===== src/rtl/instr_mem_loader.sv =====
// Byte-stream program loader: packs big-endian bytes into 32-bit words and writes them into the IM.
// Optional trailing XOR checksum byte is enabled by defining LOADER_CHECKSUM_EN.
module instr_mem_loader #(
    parameter int unsigned ADDR_W    = 5,
    parameter logic [31:0] BASE_ADDR = 32'h0
) (
    input  logic        clk,
    input  logic        rst_n,
    input  logic        start,
    input  logic        rx_valid,
    input  logic [7:0]  rx_data,
    output logic        rx_ready,
    output logic        im_we,
    output logic [31:0] im_addr,
    output logic [31:0] im_wdata,
    output logic        cpu_hold,
    output logic        done,
    output logic        err
);
    localparam int unsigned CW    = ADDR_W + 1;
    localparam int unsigned DEPTH = 1 << ADDR_W;

    typedef enum logic [2:0] {
        StIdle,
        StHdr,
        StLoad,
`ifdef LOADER_CHECKSUM_EN
        StChk,
`endif
        StDone,
        StErr
    } state_e;

    state_e          state_q, state_d;
    logic [CW-1:0]   count_q, count_d;
    logic [CW-1:0]   word_q, word_d;
    logic [1:0]      byte_q, byte_d;
    logic [23:0]     shift_q, shift_d;
    logic            we_q, we_d;
    logic [31:0]     addr_q, addr_d;
    logic [31:0]     wdata_q, wdata_d;
`ifdef LOADER_CHECKSUM_EN
    logic [7:0]      chk_q, chk_d;
`endif
    logic            accept;

    assign accept = rx_valid & rx_ready;

    // All bytes of the image accepted once word_q reaches count_q; stop taking bytes then.
    always_comb begin
        rx_ready = 1'b0;
        case (state_q)
            StHdr:  rx_ready = 1'b1;
            StLoad: rx_ready = (word_q != count_q);
`ifdef LOADER_CHECKSUM_EN
            StChk:  rx_ready = 1'b1;
`endif
            default: rx_ready = 1'b0;
        endcase
    end

    always_comb begin
        state_d = state_q;
        count_d = count_q;
        word_d  = word_q;
        byte_d  = byte_q;
        shift_d = shift_q;
        we_d    = 1'b0;
        addr_d  = addr_q;
        wdata_d = wdata_q;
`ifdef LOADER_CHECKSUM_EN
        chk_d   = chk_q;
`endif
        if (start) begin
            // A restart discards any byte handshaken in the same cycle.
            state_d = StHdr;
            count_d = '0;
            word_d  = '0;
            byte_d  = '0;
            shift_d = '0;
`ifdef LOADER_CHECKSUM_EN
            chk_d   = '0;
`endif
        end else begin
            case (state_q)
                StHdr: begin
                    if (accept) begin
                        if (rx_data == 8'd0 || 32'(rx_data) > DEPTH) begin
                            state_d = StErr;
                        end else begin
                            count_d = CW'(rx_data);
                            state_d = StLoad;
                        end
                    end
                end
                StLoad: begin
                    if (word_q == count_q) begin
`ifdef LOADER_CHECKSUM_EN
                        state_d = StChk;
`else
                        state_d = StDone;
`endif
                    end else if (accept) begin
                        shift_d = {shift_q[15:0], rx_data};
                        byte_d  = byte_q + 2'd1;
`ifdef LOADER_CHECKSUM_EN
                        chk_d   = chk_q ^ rx_data;
`endif
                        if (byte_q == 2'd3) begin
                            we_d    = 1'b1;
                            wdata_d = {shift_q, rx_data};
                            addr_d  = BASE_ADDR + (32'(word_q) << 2);
                            word_d  = word_q + CW'(1);
                        end
                    end
                end
`ifdef LOADER_CHECKSUM_EN
                StChk: begin
                    if (accept) begin
                        state_d = (rx_data == chk_q) ? StDone : StErr;
                    end
                end
`endif
                default: ;
            endcase
        end
    end

    always_ff @(posedge clk or negedge rst_n) begin
        if (!rst_n) begin
            state_q <= StIdle;
            count_q <= '0;
            word_q  <= '0;
            byte_q  <= '0;
            shift_q <= '0;
            we_q    <= 1'b0;
            addr_q  <= BASE_ADDR;
            wdata_q <= '0;
`ifdef LOADER_CHECKSUM_EN
            chk_q   <= '0;
`endif
        end else begin
            state_q <= state_d;
            count_q <= count_d;
            word_q  <= word_d;
            byte_q  <= byte_d;
            shift_q <= shift_d;
            we_q    <= we_d;
            addr_q  <= addr_d;
            wdata_q <= wdata_d;
`ifdef LOADER_CHECKSUM_EN
            chk_q   <= chk_d;
`endif
        end
    end

    assign im_we    = we_q;
    assign im_addr  = addr_q;
    assign im_wdata = wdata_q;
    assign done     = (state_q == StDone);
    assign err      = (state_q == StErr);
    assign cpu_hold = (state_q != StDone);

endmodule


===== config.mk =====
export PLATFORM = sky130hd
export DESIGN_NAME = instr_mem_loader
export DESIGN_NICKNAME = d
export VERILOG_FILES = /design/src/rtl/instr_mem_loader.sv
export SDC_FILE = /design/constraint.sdc
export NUM_CORES = 1
export LEC_CHECK = 0
export ABC_AREA = 0
export CAP_MARGIN = 15
export CORE_ASPECT_RATIO = 1.5
export CORE_MARGIN = 3
export CORE_UTILIZATION = 47
export DETAILED_ROUTE_END_ITERATION = 16
export PLACE_DENSITY_LB_ADDON = 0.12
export REMOVE_ABC_BUFFERS = 1
export SKIP_CTS_REPAIR_TIMING = 1
export SYNTH_ARGS = -nofsm -noshare
export SYNTH_HDL_FRONTEND = slang
export SYNTH_SLANG_ARGS = --single-unit

===== constraint.sdc =====
create_clock -name clk -period 2.84 [get_ports clk]
set_clock_uncertainty 0.05 [all_clocks]
set_input_delay 0.568 -clock clk [delete_from_list [all_inputs] [get_ports clk]]
set_output_delay 0.568 -clock clk [all_outputs]
set_load 0.03 [all_outputs]

==> key figures <==
Logic synthesis
  – Cells after Synth: 301
  – Post-synth top area cell: dfrtp_1
  – Register area share after synthesis: 0.5267
  – Warnings from Yosys: 0
  – Top-area cell type share of the netlist area: 0.5267
  – Mux cell area share after synthesis: 0.2179
  – Adder-cell share of the synthesized area: 0.006583
  – Number of synthesized flops with an enable pin: 0
  – Ys async rst share: 1.000
  – Synth Area in XOR/XNOR: 0.01382
  – #FFs+latches synth: 80
  – Leading register cell type out of synthesis: dfrtp_1
  – Syn Std Cell Area: 3801 um^2
  – Compound-Gate Fraction of Synth Area: 0.03917
  – Commonest cells post-synth: 80 x dfrtp_1, 42 x nand2b_1, 34 x mux2_2, 31 x mux2i_1, 26 x buf_4
  – Synth Area in Simple Gates: 0.1211
  – Synth top area cells: dfrtp_1 53%, mux2_2 10%, mux2i_1 8.2%
  – Most numerous cell in the Yosys netlist: dfrtp_1
  – Synth unique cells: 39
  – Avg Cell Area, Syn: 12.63 um^2
  – Main combinational cell family by area after synthesis: multiplexers

Finish
  – # fillers: 626
  – Fraction of layout cells with a size suffix above 1: 0.2027
  – Reg area: 2002 um^2
  – Core Util, Final: 0.6104
  – Nets@finish: 375
  – Area growth from synthesis to layout: 24.59%
  – Final Cell Area: 4736 um^2
  – Area of the multi-input gates: 1624 um^2
  – Fin cells: 467
  – Number of antenna diodes: 0

Pwr
  – Clock group share of total power: 0.482
  – Max rail drop VDD: 0.3382 mV
  – NetSw: 560.5 uW
  – Cell leakage power: 2.198 nW
  – Total power: 2.571 mW
  – Logic pwr share: 0.069
  – Switching Fraction: 0.2180
  – Int Power: 2.011 mW
  – Power Density: 542.9 nW/um^2
  – Sequential share of power: 0.450

STA
  – Pins Over Slew Limit: 0
  – Tmin final: 2616 ps
  – Setup violators final: 0
  – Fin. Hold Viols: 0
  – Worst Setup Slack, final: 223.8 ps
  – Final critical-path share of the clock period: 0.9212
  – RSZ-0062 raised after global routing: no
  – Max Freq: 0.3822 GHz

GRT
  – Largest net degree at the start of global routing: 81
  – Met2 GRT Util: 0.2644
  – GRT Util Overall: 0.1646
  – GRT met3 Usage: 0.03858
  – Congestion Overflow GR: 0
  – Busiest layer in global routing: met2
  – First-pass GRT wire length: 11410 um
  – Initial antenna violation count: 0
  – Met1 Usage GRT: 0.2084
  – Vias in the first global route: 2265

Run
  – Max-cap violations: 0

Status
  – Status: finished clean

Routing
  – DRT antenna net count: 0
  – DRT iter0 DRCs: 111
  – Routed vias: 2303
  – Routed wire length: 6901 um
  – Drt drc: 0
  – Vias/cell: 4.931
  – First-pass DRT Iterations: 5
  – Wire per inst: 14.78 um

Place
  – DP Area: 4412 um^2
  – Final GP Congestion: 0.7681
  – DP HPWL: 4661 um
  – Post-placement setup slack: 196.3 ps
  – Placed instance count: 452
  – Port Buffers: 54

CTS
  – CTS tree: done
  – Clock Tree Buf Depth: 2
  – Clock Tree Root: clkbuf_16
  – CTS buffer count: 9
  – CTS H-tree lvls: 3
  – Sink Count: 80
  – Skew-Pair Late Insertion Delay: 330 ps
  – Clk pin slew, worst setup/hold paths: 60 ps

Floorplan
  – Initial Util: 0.4899
  – Die area: 9225 um^2
  – Top Ports: 81
  – Die H: 116.1 um
  – Core area: 7759 um^2
  – Die width: 79.43 um
  – FP Rows: 39

Worst setup path
  – Setup Crit Path Kind: reg2out
  – Worst Path Required: 2220 ps
  – Max Fanout on Critical Path: 6
  – Arrival @ worst endpoint: 2000 ps
  – Crit. End Element: output port
  – Worst setup SP type: register
  – FF-to-FF path depth: 5

Hold path
  – Hold Path Class: in2async
==> cell families after synthesis <==
group,Yosys count
other,1
XOR/XNOR,6
adder cells (fa/ha/maj),2
buffers and inverters,43
multiplexers,74
AO/OA/AOI/OAI,20
AND/OR/NAND/NOR,75
flip-flops,80
==> power by group through the flow <==
| stage | Sequential (mW) | Clock (mW) | Combinational [mW] |
|---|---|---|---|
| after global placement | 1.18 | 0 | 0.178 |
| after floorplan | 1.17 | 0 | 0.0984 |
| after global routing | 1.16 | 1.33 | 0.194 |
| after detailed placement | 1.18 | 0 | 0.179 |
| after CTS | 1.16 | 1.27 | 0.180 |
| final | 1.16 | 1.24 | 0.177 |
==> path summary, 6_finish.rpt <==
| kind | start | slack, ps | endpoint |
|---|---|---|---|
| worst max-delay path | state_q[1] | 220 | done |
| worst min-delay path | rst_n | 200 | shift_q[21] |
| worst max register to register | state_q[2] | 710 | im_wdata[21] |
| worst min register to register | im_wdata[0] | 450 | im_wdata[0] |
| max in group asynchronous | rst_n | 2200 | im_wdata[10] |
| min in group clk | im_wdata[0] | 450 | im_wdata[0] |
==> cells in the final DEF, fill, tap and decap left out, types with 2 or more instances in the layout <==
| cell type | n |
|---|---|
| nor3_1 | 2 |
| mux2i_1 | 31 |
| clkbuf_16 | 9 |
| inv_1 | 4 |
| nand2b_1 | 42 |
| buf_4 | 7 |
| a211o_1 | 2 |
| clkbuf_8 | 2 |
| nor2_1 | 8 |
| nand2_1 | 5 |
| nor2b_1 | 7 |
| or3_1 | 2 |
| bufinv_16 | 2 |
| mux2_4 | 9 |
| dfrtp_1 | 80 |
| buf_12 | 3 |
| nand3_1 | 2 |
| clkdlybuf4s50_1 | 52 |
| conb_1 | 26 |
| xor2_1 | 6 |
| a21oi_1 | 7 |
| mux2_2 | 34 |
| ha_1 | 2 |
==> flip-flops by register name, summed over array words and instances, names as in the netlist <==
name      flops
byte_q        2
count_q       6
im_addr       6
im_wdata     32
im_we         1
shift_q      24
state_q       3
word_q        6
==> per-layer routing <==
metal / vias up / part of all wire
li1: 1094 / -
met1: 1141 / 0.43
met2: 59 / 0.51
met3: 9 / 0.041
met4: 0 / 0.020
met5: - / 0
==> worst max-delay path: stages (launching register included) <==
cell and delay, ps:
dfrtp_1 420, inv_1 100, or3_1 420, inv_1 70, clkdlybuf4s50_1 660
==> per-stage QoR <==
step	hold slack, ps	setup TNS [ps]
2_1_floorplan	222.4	-21180
3_3_place_gp	438.5	0
3_5_place_dp	444.9	0
4_1_cts	224.7	-63.25
5_1_grt	235.8	0
6_report	199.0	0
==> layout make-up <==
class / count / area share
clock buffer: 12 / 0.05416
clock inverter: 3 / 0.01374
inverter: 4 / 0.003170
multi-input combinational: 203 / 0.3429
sequential: 80 / 0.4227
tap: 102 / 0.02695
timing repair buffer: 63 / 0.1363
No activity file was read; power rests on OpenSTA's default activity.
